[src/rtl/instr_fetch_pkg.sv]
`default_nettype none
// ============================================================================
// Module   : instr_fetch_pkg
// Brief    : Shared types and constants for the instruction fetch unit.
// Revision : 1.0 - initial release
// ============================================================================
package instr_fetch_pkg;

    typedef enum logic [1:0] {
        ST_RESET = 2'd0,
        ST_REQ   = 2'd1,
        ST_HOLD  = 2'd2,
        ST_FAULT = 2'd3
    } fetch_state_t;

    localparam logic [1:0]  C_FC_NONE     = 2'd0;
    localparam logic [1:0]  C_FC_MISALIGN = 2'd1;
    localparam logic [1:0]  C_FC_TIMEOUT  = 2'd2;

    localparam logic [31:0] C_RESET_PC_DEFAULT    = 32'h0000_3000;
    localparam int          C_ACK_TIMEOUT_DEFAULT = 255;

    localparam int IMM16_W  = 16;
    localparam int TARGET_W = 26;
    localparam int CTR_W    = 8;

endpackage : instr_fetch_pkg
`default_nettype wire

[src/rtl/instr_fetch_timeout_ctr.sv]
`default_nettype none
// ============================================================================
// Module   : fetch_timeout_ctr
// Brief    : Counts REQ cycles without ack; tc flags the last allowed cycle.
// Revision : 1.0 - initial release
// ============================================================================
module fetch_timeout_ctr
    import instr_fetch_pkg::*;
#(
    parameter int ACK_TIMEOUT = C_ACK_TIMEOUT_DEFAULT
) (
    input  logic clk,
    input  logic rst_n,
    input  logic clr,
    input  logic en,
    output logic tc
);

    // tc marks the ACK_TIMEOUT-th waiting cycle, so the FSM can fault on that edge.
    localparam logic [CTR_W-1:0] C_TC_VALUE = CTR_W'(ACK_TIMEOUT - 1);

    logic [CTR_W-1:0] r_count;

    always_ff @(posedge clk) begin
        if (!rst_n || clr) begin
            r_count <= '0;
        end else if (en) begin
            r_count <= r_count + 1'b1;
        end
    end

    assign tc = (r_count == C_TC_VALUE);

endmodule : fetch_timeout_ctr
`default_nettype wire

[src/rtl/instr_fetch.sv]
`default_nettype none
// ============================================================================
// Module   : instr_fetch
// Brief    : Holds the PC, fetches words over req/ack, raises sticky faults.
// Revision : 1.0 - initial release
// ============================================================================
module instr_fetch
    import instr_fetch_pkg::*;
#(
    parameter logic [31:0] RESET_PC    = C_RESET_PC_DEFAULT,
    parameter int          ACK_TIMEOUT = C_ACK_TIMEOUT_DEFAULT
) (
    input  logic                clk,
    input  logic                rst_n,
    input  logic [31:0]         NextPC,
    input  logic                stall,
    output logic                imem_req,
    output logic [31:0]         imem_addr,
    input  logic                imem_ack,
    input  logic [31:0]         imem_rdata,
    output logic [31:0]         PC,
    output logic [31:0]         Instr,
    output logic [IMM16_W-1:0]  imm16,
    output logic [TARGET_W-1:0] target,
    output logic                instr_valid,
    output logic                fault,
    output logic [1:0]          fault_code
);

    fetch_state_t r_state;
    logic         w_ctr_clr;
    logic         w_ctr_en;
    logic         w_ctr_tc;

    assign w_ctr_clr = (r_state != ST_REQ) || imem_ack;
    assign w_ctr_en  = (r_state == ST_REQ) && !imem_ack;

    fetch_timeout_ctr #(
        .ACK_TIMEOUT (ACK_TIMEOUT)
    ) u_timeout_ctr (
        .clk   (clk),
        .rst_n (rst_n),
        .clr   (w_ctr_clr),
        .en    (w_ctr_en),
        .tc    (w_ctr_tc)
    );

    always_ff @(posedge clk) begin
        if (!rst_n) begin
            r_state     <= ST_RESET;
            PC          <= RESET_PC;
            Instr       <= '0;
            instr_valid <= 1'b0;
            imem_req    <= 1'b0;
            fault       <= 1'b0;
            fault_code  <= C_FC_NONE;
        end else begin
            unique case (r_state)
                ST_RESET: begin
                    r_state  <= ST_REQ;
                    imem_req <= 1'b1;
                end
                ST_REQ: begin
                    // An ack on the terminal cycle still wins over the timeout.
                    if (imem_ack) begin
                        Instr       <= imem_rdata;
                        instr_valid <= 1'b1;
                        imem_req    <= 1'b0;
                        r_state     <= ST_HOLD;
                    end else if (w_ctr_tc) begin
                        fault_code <= C_FC_TIMEOUT;
                        fault      <= 1'b1;
                        imem_req   <= 1'b0;
                        r_state    <= ST_FAULT;
                    end
                end
                ST_HOLD: begin
                    if (!stall) begin
                        if (NextPC[1:0] != 2'b00) begin
                            fault_code  <= C_FC_MISALIGN;
                            fault       <= 1'b1;
                            instr_valid <= 1'b0;
                            r_state     <= ST_FAULT;
                        end else begin
                            PC          <= NextPC;
                            instr_valid <= 1'b0;
                            imem_req    <= 1'b1;
                            r_state     <= ST_REQ;
                        end
                    end
                end
                ST_FAULT: begin
                    r_state <= ST_FAULT;
                end
                default: begin
                    r_state <= ST_RESET;
                end
            endcase
        end
    end

    assign imem_addr = PC;
    assign imm16     = Instr[IMM16_W-1:0];
    assign target    = Instr[TARGET_W-1:0];

endmodule : instr_fetch
`default_nettype wire

[config.mk]
export PLATFORM = sky130hd
export DESIGN_NAME = instr_fetch
export DESIGN_NICKNAME = d
export VERILOG_FILES = /design/src/rtl/instr_fetch_pkg.sv /design/src/rtl/instr_fetch_timeout_ctr.sv /design/src/rtl/instr_fetch.sv
export SDC_FILE = /design/constraint.sdc
export NUM_CORES = 1
export LEC_CHECK = 0
export CORE_UTILIZATION = 41
export DETAILED_ROUTE_END_ITERATION = 10
export PLACE_DENSITY_LB_ADDON = 0.1
export SKIP_LAST_GASP = 1
export SYNTH_ARGS = -nofsm -noshare
export SYNTH_HDL_FRONTEND = slang
export SYNTH_HIERARCHICAL = 1
export SYNTH_SLANG_ARGS = --single-unit
[constraint.sdc]
create_clock -name clk -period 4.5 [get_ports clk]
set_clock_uncertainty 0.2 [all_clocks]
set_input_delay 0.45 -clock clk [delete_from_list [all_inputs] [get_ports clk]]
set_output_delay 0.45 -clock clk [all_outputs]
set_load 0.05 [all_outputs]
==> metrics.txt <==
crit end category register; die area 9400 sq um; FILL cells 769; status completed; Area after DPL 5210 sq um; Final Hold Vio Count 0; pwr/cell area 314 nW/um^2; fin crit share 55.1%; WP data required 4.57 ns; Core ar. 8720 sq um; Worst Setup Path Type input port to register; Worst slew margin 16.5%; total power 1.71 mW; DR DRC count 0; xor/xnor cell area share of the yosys netlist 0.948%; WL/cell 13.6 um; fmax 403 MHz; share of the synthesized area in the top cell type 42.8%; setup_tns 0 ns; area of the multi-input gates 1370 sq um; Register Area 1580 sq um; Port Buffers 210; cells after synthesis 428; GRT overflow 0; Crit Path Max Fanout 9; post_cts resized 0; CP Data Arrival Time 2.55 ns; NumNets Final 622; # IOs 211; area leader, netlist dfxtp_1; CTS clk-pin slew, worst paths 0.08 ns; Longest Clk Path Bufs 2; Net Count, Synth 498; Hold Worst Slack 0.254 ns; placed cells 649; post-synthesis compound-gate area fraction 9.27%; Hold Path Class register to register; Area contributors post-synth dfxtp_1 43%, buf_4 15%, nand2_1 13%, mux2i_1 7.6%, a21oi_1 3.0%; CTS tree done; RSZ-0062 raised after global routing false; Place WS 1.69 ns; Util after Layout 62.4%; hold_buf cts 0; Tmin final 2.48 ns; Slew @ Worst Pin 1.25 ns; Clk Latency, worst-skew pair 0.33 ns; adder-cell share of the synthesized area 0.677%; Pleak 1.93 nW; initial antenna violation count 0; # diodes 0; Yosys cell types 38; antenna-violating nets left 0; die extent in x 97.0 um; Detailed Routing Iterations Pass 1 4; largest net degree at the start of global routing 43; Max VDD drop 0.146 mV; All-Layer GR Usage 19.1%; fin worst setup slack 2.02 ns; dpl hpwl 6600 um; global-route wire length before repair 14,600 um; Startpoint Class input port; Final Setup Violations 0; Syn-to-layout area delta 47.2%; simple-gate share of the synthesized area 18.4%; Syn Area/Cell 8.64 sq um; Max-Cap Viols 0; share of cells above drive strength 1 4.50%; vias per inst 4.73; FP Rows 34; vias in the first global route 2,975; clk root buf clkbuf_8; fin. max-slew vios 0; CTS buffer count 9; Seq/Total Area, Yosys 42.8%; main combinational cell family by area after synthesis buffers and inverters; Initial Util 42.4%; FF+latch count, synth 79; setup bufs post-CTS 0; Yosys warnings 6; post-route cell area 5440 sq um; Total Wirelength 9040 um; post-synthesis mux area share 7.58%; H-tree level count 3; total number of vias 3,136; 1st-iter DRT viols 75; GP Congestion 0.717; Num Clock Sinks 79; die height 97.0 um; Layout Cells excl Fill 663; mapped cell area 3700 sq um
[cells in the mapped netlist]
cell type	count
a211o_1	2
nand4_1	2
mux2i_1	28
a21oi_1	22
nand3b_1	1
and3_4	1
xnor2_1	1
a21boi_0	4
and2_1	2
buf_4	76
xor2_1	3
nand2_1	125
and4_2	2
buf_6	3
clkbuf_1	11
nand2b_1	1
and3b_1	1
a21boi_1	12
nor2_1	8
o41ai_1	1
nand3_1	4
a211oi_1	1
o31a_1	1
a311oi_2	1
or3_1	3
and3_1	2
dfxtp_1	79
nor4bb_1	1
nor2_2	2
o211a_1	1
buf_2	6
ha_1	2
o21ai_0	9
nand4_2	1
nor3b_1	1
buf_12	3
inv_1	4
and3b_2	1
[logic make-up after synthesis]
logic type,Yosys count
xor+xnor,4
compound gates,54
fa+ha+maj,2
buf+inv,103
flops,79
mux,28
simple gates,158
[area by class of cell]
cell class | instances | area share, %
Clock buffer | 10 | 2.53
Clock inverter | 4 | 1.75
Inverter | 4 | 0.276
Multi-Input combinational cell | 246 | 25.1
Sequential cell | 79 | 29.1
Tap cell | 108 | 2.48
Timing Repair Buffer | 212 | 38.8
[placed cells by master, fill, tap and decap left out, drive strengths merged, types with 2 or more instances in the layout]
master	count
nor2	10
mux2i	28
and3	3
and2	2
inv	4
ha	2
and4	2
clkdlybuf4s50	209
clkbuf	10
nand4	3
buf	3
and3b	2
bufinv	3
a211o	2
a21oi	22
nand2	125
dfxtp	79
nand3	4
a21boi	16
or3	3
o21ai	9
xor2	3
[power by group]
group	switching (mW)	leakage (nW)	internal, mW	total, mW
logic	0.209	1.17	0.137	0.346
registers	0.0197	0.641	0.719	0.739
clock network	0.244	0.118	0.377	0.621
total	0.473	1.93	1.23	1.71
[per-layer routing]
layer	vias to the layer above	global-route usage, %	wire length [um]
met4	0	5.51	106
li1	1559	-	-
met3	9	5.20	614
met1	1441	22.0	3790
met5	-	0	0
met2	127	34.3	4530
[critical path, stage by stage]
cell             delay [ns]
clkdlybuf4s50_1        0.50
nor3b_1                0.79
nand4_2                0.27
or3_1                  0.40
a21oi_1                0.14
[sequential cells by signal (all words and copies together) (netlist names)]
| register | flops |
|---|---|
| Instr | 32 |
| PC | 32 |
| u_timeout_ctr/r_count | 8 |
| fault_code | 2 |
| r_state | 2 |
| fault | 1 |
| imem_req | 1 |
| instr_valid | 1 |
[final timing paths]
kind	start	to	slack, ns	cells past startpoint
max	imem_ack	u_timeout_ctr/r_count[5]$_SDFFE_PP0P_	2.02	5
min	Instr[31]$_SDFFE_PN0P_	Instr[31]$_SDFFE_PN0P_	0.25	2
max reg2reg	r_state[0]$_SDFFE_PN0P_	u_timeout_ctr/r_count[5]$_SDFFE_PP0P_	2.12	4
min reg2reg	Instr[31]$_SDFFE_PN0P_	Instr[31]$_SDFFE_PN0P_	0.25	2
No activity file was read; power rests on OpenSTA's default activity.
==> variant 1, RTL diff (same settings) <==
Set the package constant `TARGET_W` to 30 (it was 26).
--- a/src/rtl/instr_fetch_pkg.sv
+++ b/src/rtl/instr_fetch_pkg.sv
@@ -22,5 +22,5 @@
 
     localparam int IMM16_W  = 16;
-    localparam int TARGET_W = 26;
+    localparam int TARGET_W = 30;
     localparam int CTR_W    = 8;
 
Interface: changed (resized target); port bits go from 211 to 215. No check against the original RTL was run, so the function may have changed too.
==> variant 1 against the unedited design <==
  * Total power fell by 3.5%
  * Utilization fell by 0.10 points
  * Sequential cell count did not move
  * First-iteration DRC count rose by 88%
  * Critical endpoint is now u_timeout_ctr/r_count[7]
  * Clock power fell by 11%
  * Highest routed layer unchanged
  * Routed wire length fell by 0.83%
  * Final area rose by 0.32%
  * Sequential share of layout area fell by 0.093 points
  * Synthesized cell count rose by 0.93%
  * Worst setup slack got worse by 79 ps
  * Synthesized area rose by 0.81%
  * Fmax fell by 3.1%
==> variant 1: results (changes against the unedited design) <==
DRT Pass-1 Iters: 5 (was 4)
Arrival @ worst endpoint: 2620 ps (was 2550 ps)
GP Congestion: 0.8336 (was 0.7169)
Max stage delay on crit path: 850 ps (was 790 ps)
DP Cell Count: 652 (was 649)
Peak supply drop: 0.1576 mV (was 0.1455 mV)
share of layout cells above drive strength 1: 4.643% (was 4.505%)
Rel. slew slack: 18.41% (was 16.50%)
Fillers: 763 (was 769)
worst setup path endpoint: u_timeout_ctr/r_count[7] (was u_timeout_ctr/r_count[5])
M3 GR Usage: 5.827% (was 5.202%)
count of flip-flops and latches: 79 (unchanged)
drt initial violations: 141 (was 75)
met1 wire length: 3775 um (was 3791 um)
WL met2: 4538 um (was 4527 um)
pre-CTS WS: 1621 ps (was 1693 ps)
Final Cycle Share: 56.87% (was 55.11%)
area post-placement: 5241 um^2 (was 5209 um^2)
fin area: 5459 um^2 (was 5441 um^2)
P_leak: 1.922 nW (was 1.930 nW)
number of global-route vias before repair: 2986 (was 2975)
Layout Nets: 625 (was 622)
switching share of total power: 29.49% (was 27.71%)
Seq/total area: 28.97% (was 29.06%)
Syn Nets: 502 (was 498)
post-synthesis sequential area ratio: 42.43% (was 42.77%)
R2R Setup Slk: 2010 ps (was 2120 ps)
area grow syn2layout: 46.46% (was 47.17%)
clk tree area frac: 3.988% (was 4.277%)
GRT met1 Usage: 22.07% (was 21.95%)
cell count after synthesis: 432 (was 428)
CLK BUF: 12 (was 10)
met2 usage: 33.69% (was 34.34%)
Via Count: 3151 (was 3136)
first-pass GRT wire length: 14650 um (was 14550 um)
status: finished, final reports clean (unchanged)
top cells by count, synth: nand2_1 (125), buf_4 (80), dfxtp_1 (79), mux2i_1 (28), a21oi_1 (22) (was nand2_1 (125), dfxtp_1 (79), buf_4 (76), mux2i_1 (28), a21oi_1 (22))
## variant 1: changes by cell type in the layout (fill, tap and decap cells not counted)
| cell | delta |
|---|---|
| clkbuf_8 | +2 |
| clkinvlp_4 | +3 |
| bufinv_16 | -2 |
| clkinv_2 | -1 |
| clkdlybuf4s50_1 | +4 |
| buf_4 | -1 |
## variant 1: power by group through the flow
stage | registers, W | logic, W | clock network [W]
CTS | 0.000740 | 0.000357 | 0.000568
global route | 0.000743 | 0.000373 | 0.000604
global placement | 0.000755 | 0.000352 | 0
finish | 0.000739 | 0.000354 | 0.000552
detailed placement | 0.000756 | 0.000356 | 0
floorplan | 0.000816 | 0.000182 | 0
## variant 1: cells by family (layout without fill, tap and decap cells)
family / count (synthesis) / after routing / share of synthesized area [%]
mux: 28 / 28 / 7.519
buf+inv: 107 / 235 / 20.95
flops: 79 / 79 / 42.43
compound gates: 54 / 54 / 9.198
fa+ha+maj: 2 / 2 / 0.6713
simple gates: 158 / 158 / 18.29
xor+xnor: 4 / 4 / 0.9401
==> variant 2, RTL diff (config.mk and constraints unchanged) <==
Made on the original files. Re-encode `fetch_state_t` (4 states) as Gray code, 2 bits wide.
--- a/src/rtl/instr_fetch_pkg.sv
+++ b/src/rtl/instr_fetch_pkg.sv
@@ -8,8 +8,8 @@
 
     typedef enum logic [1:0] {
-        ST_RESET = 2'd0,
-        ST_REQ   = 2'd1,
-        ST_HOLD  = 2'd2,
-        ST_FAULT = 2'd3
+        ST_RESET = 2'b00,
+        ST_REQ   = 2'b01,
+        ST_HOLD  = 2'b11,
+        ST_FAULT = 2'b10
     } fetch_state_t;
 
Behaviour: no difference found for any inputs over 4 cycles, from zero or initial values and one cycle with rst_n low; so few cycles prove little.
==> variant 2 against the unedited design <==
  * Via count fell by 1.9%
  * Final area grew 1.4%
  * Critical endpoint unchanged
  * Worst hold slack lost 3.5 ps
  * Combinational power decreased by 4%
  * Sequential cell count stayed put
  * Highest routed layer unchanged
  * Routed wire length shrank 2.1%
  * Total power up 1.4%
  * Non-clock buffer count up 1
  * Worst setup slack got worse by 34 ps
  * Synthesized area increased by 0.81%
==> variant 2: results (changes against the unedited design) <==
GP Congestion: 0.7286 (was 0.7169)
first-pass GRT wire length: 13710 um (was 14550 um)
Avg WL per Cell: 13.35 um (was 13.63 um)
Worst setup startpoint: imem_ack (unchanged)
clk_lat worst skew: 340 ps
setup bufs post-CTS: 0 (unchanged)
pre-CTS WS: 1617 ps (was 1693 ps)
Worst Min Path Start: Instr[27] (was Instr[31])
met2 usage: 32.56% (was 34.34%)
Slew @ Worst Pin: 1188 ps (was 1252 ps)
area post-placement: 5269 um^2 (was 5209 um^2)
htree depth: 3 (unchanged)
top flop regs: Instr: 32 flops, PC: 32 flops, u_timeout_ctr/r_count: 8 flops (unchanged)
Layout Nets: 622 (unchanged)
DP Cell Count: 649 (unchanged)
Primary FF master, synth: dfxtp_1 (unchanged)
PortBufs: 210 (unchanged)
ANT cells: 0 (unchanged)
Syn Nets: 497 (was 498)
largest net degree at the start of global routing: 70 (was 43)
syn_area_per_cell: 8.729 um^2 (was 8.639 um^2)
WL met2: 4530 um (was 4527 um)
Root Driver: clkbuf_8 (unchanged)
initial antenna violation count: 0 (unchanged)
max layer used: met4 (unchanged)
Peak supply drop: 0.1739 mV (was 0.1455 mV)
Fillers: 759 (was 769)
Area contributors post-synth: dfxtp_1 (42%), buf_4 (16%), nand2_1 (12%) (was dfxtp_1 (43%), buf_4 (15%), nand2_1 (13%))
met1 wire length: 3634 um (was 3791 um)
DRT Pass-1 Iters: 4 (unchanged)
worst r2r src: r_state[0] (unchanged)
top cells by count, synth: nand2_1 (123), dfxtp_1 (79), buf_4 (78), mux2i_1 (30), a21boi_0 (19) (was nand2_1 (125), dfxtp_1 (79), buf_4 (76), mux2i_1 (28), a21oi_1 (22))
Synthesis Warnings: 6 (unchanged)
Distinct cells, synth: 34 (was 38)
Post-CTS Resized: 0 (unchanged)
metal3 WL: 585 um (was 614 um)
post-synthesis sequential area ratio: 42.43% (was 42.77%)
Total GRT Usage: 18.21% (was 19.08%)
M3 GR Usage: 5.612% (was 5.202%)
HPWL after DPL: 6425 um (was 6600 um)
Synth async-reset ratio: 0% (unchanged)
vias per std cell: 4.638 (was 4.730)
number of global-route vias before repair: 2757 (was 2975)
NetSw: 0.0004569 W (was 0.0004727 W)
status: finished, final reports clean (unchanged)
clock slew at reported path FFs: 70 ps
GRT met1 Usage: 20.62% (was 21.95%)
CTS Buf Count: 9 (unchanged)
Residual DRC: 0 (unchanged)
Post-Layout Cell Count: 663 (unchanged)
CP max FO: 9 (unchanged)
Arrival @ worst endpoint: 2580 ps (was 2550 ps)
P_leak: 1.956 nW (was 1.930 nW)
Max Buffers Root-to-Sink: 2 (unchanged)
drt initial violations: 71 (was 75)
share of layout cells above drive strength 1: 3.604% (was 4.505%)
-- variant 2: area by class of cell --
class	instances	area, um^2	share of cell area (%)
sequential	79	1582	28.67
tap	108	135.1	2.450
clock inverter	4	120.1	2.177
inverter	2	7.507	0.1361
multi-input combinational	247	1425	25.83
clock buffer	10	127.6	2.313
timing repair buffer	213	2120	38.42
-- variant 2: logic make-up (layout without fill, tap and decap cells) --
kind of cell             count (synthesis)  count (layout)  share of synthesized area [%]
AND/OR/NAND/NOR                        160             160                          19.00
buffers and inverters                  101             229                          19.34
flip-flops                              79              79                          42.43
AO/OA/AOI/OAI                           51              51                          9.567
multiplexers                            30              30                          8.056
XOR/XNOR                                 4               4                         0.9401
adder cells (fa/ha/maj)                  2               2                         0.6713
-- variant 2: path summary, 6_finish.rpt --
kind | endpoint | slack, ps | depth (start not counted)
worst max-delay path | u_timeout_ctr/r_count[5] | 1990 | 5
worst min-delay path | Instr[27] | 250 | 2
worst max register to register | u_timeout_ctr/r_count[5] | 2060 | 4
worst min register to register | Instr[27] | 250 | 2
-- variant 2: power by group through the flow --
stage | Clock [W] | Sequential [W] | Combinational [W]
2_1_floorplan | 0 | 0.000809 | 0.000165
3_3_place_gp | 0 | 0.000752 | 0.000331
3_5_place_dp | 0 | 0.000754 | 0.000334
4_1_cts | 0.000678 | 0.000737 | 0.000335
5_1_grt | 0.000703 | 0.000740 | 0.000349
6_report | 0.000661 | 0.000737 | 0.000332
-- variant 2: worst max-delay path, cell delays in order --
cell             delay [ps]
clkdlybuf4s50_1         510
nor3b_1                 800
nand4_2                 290
or3_1                   390
a21oi_1                 140
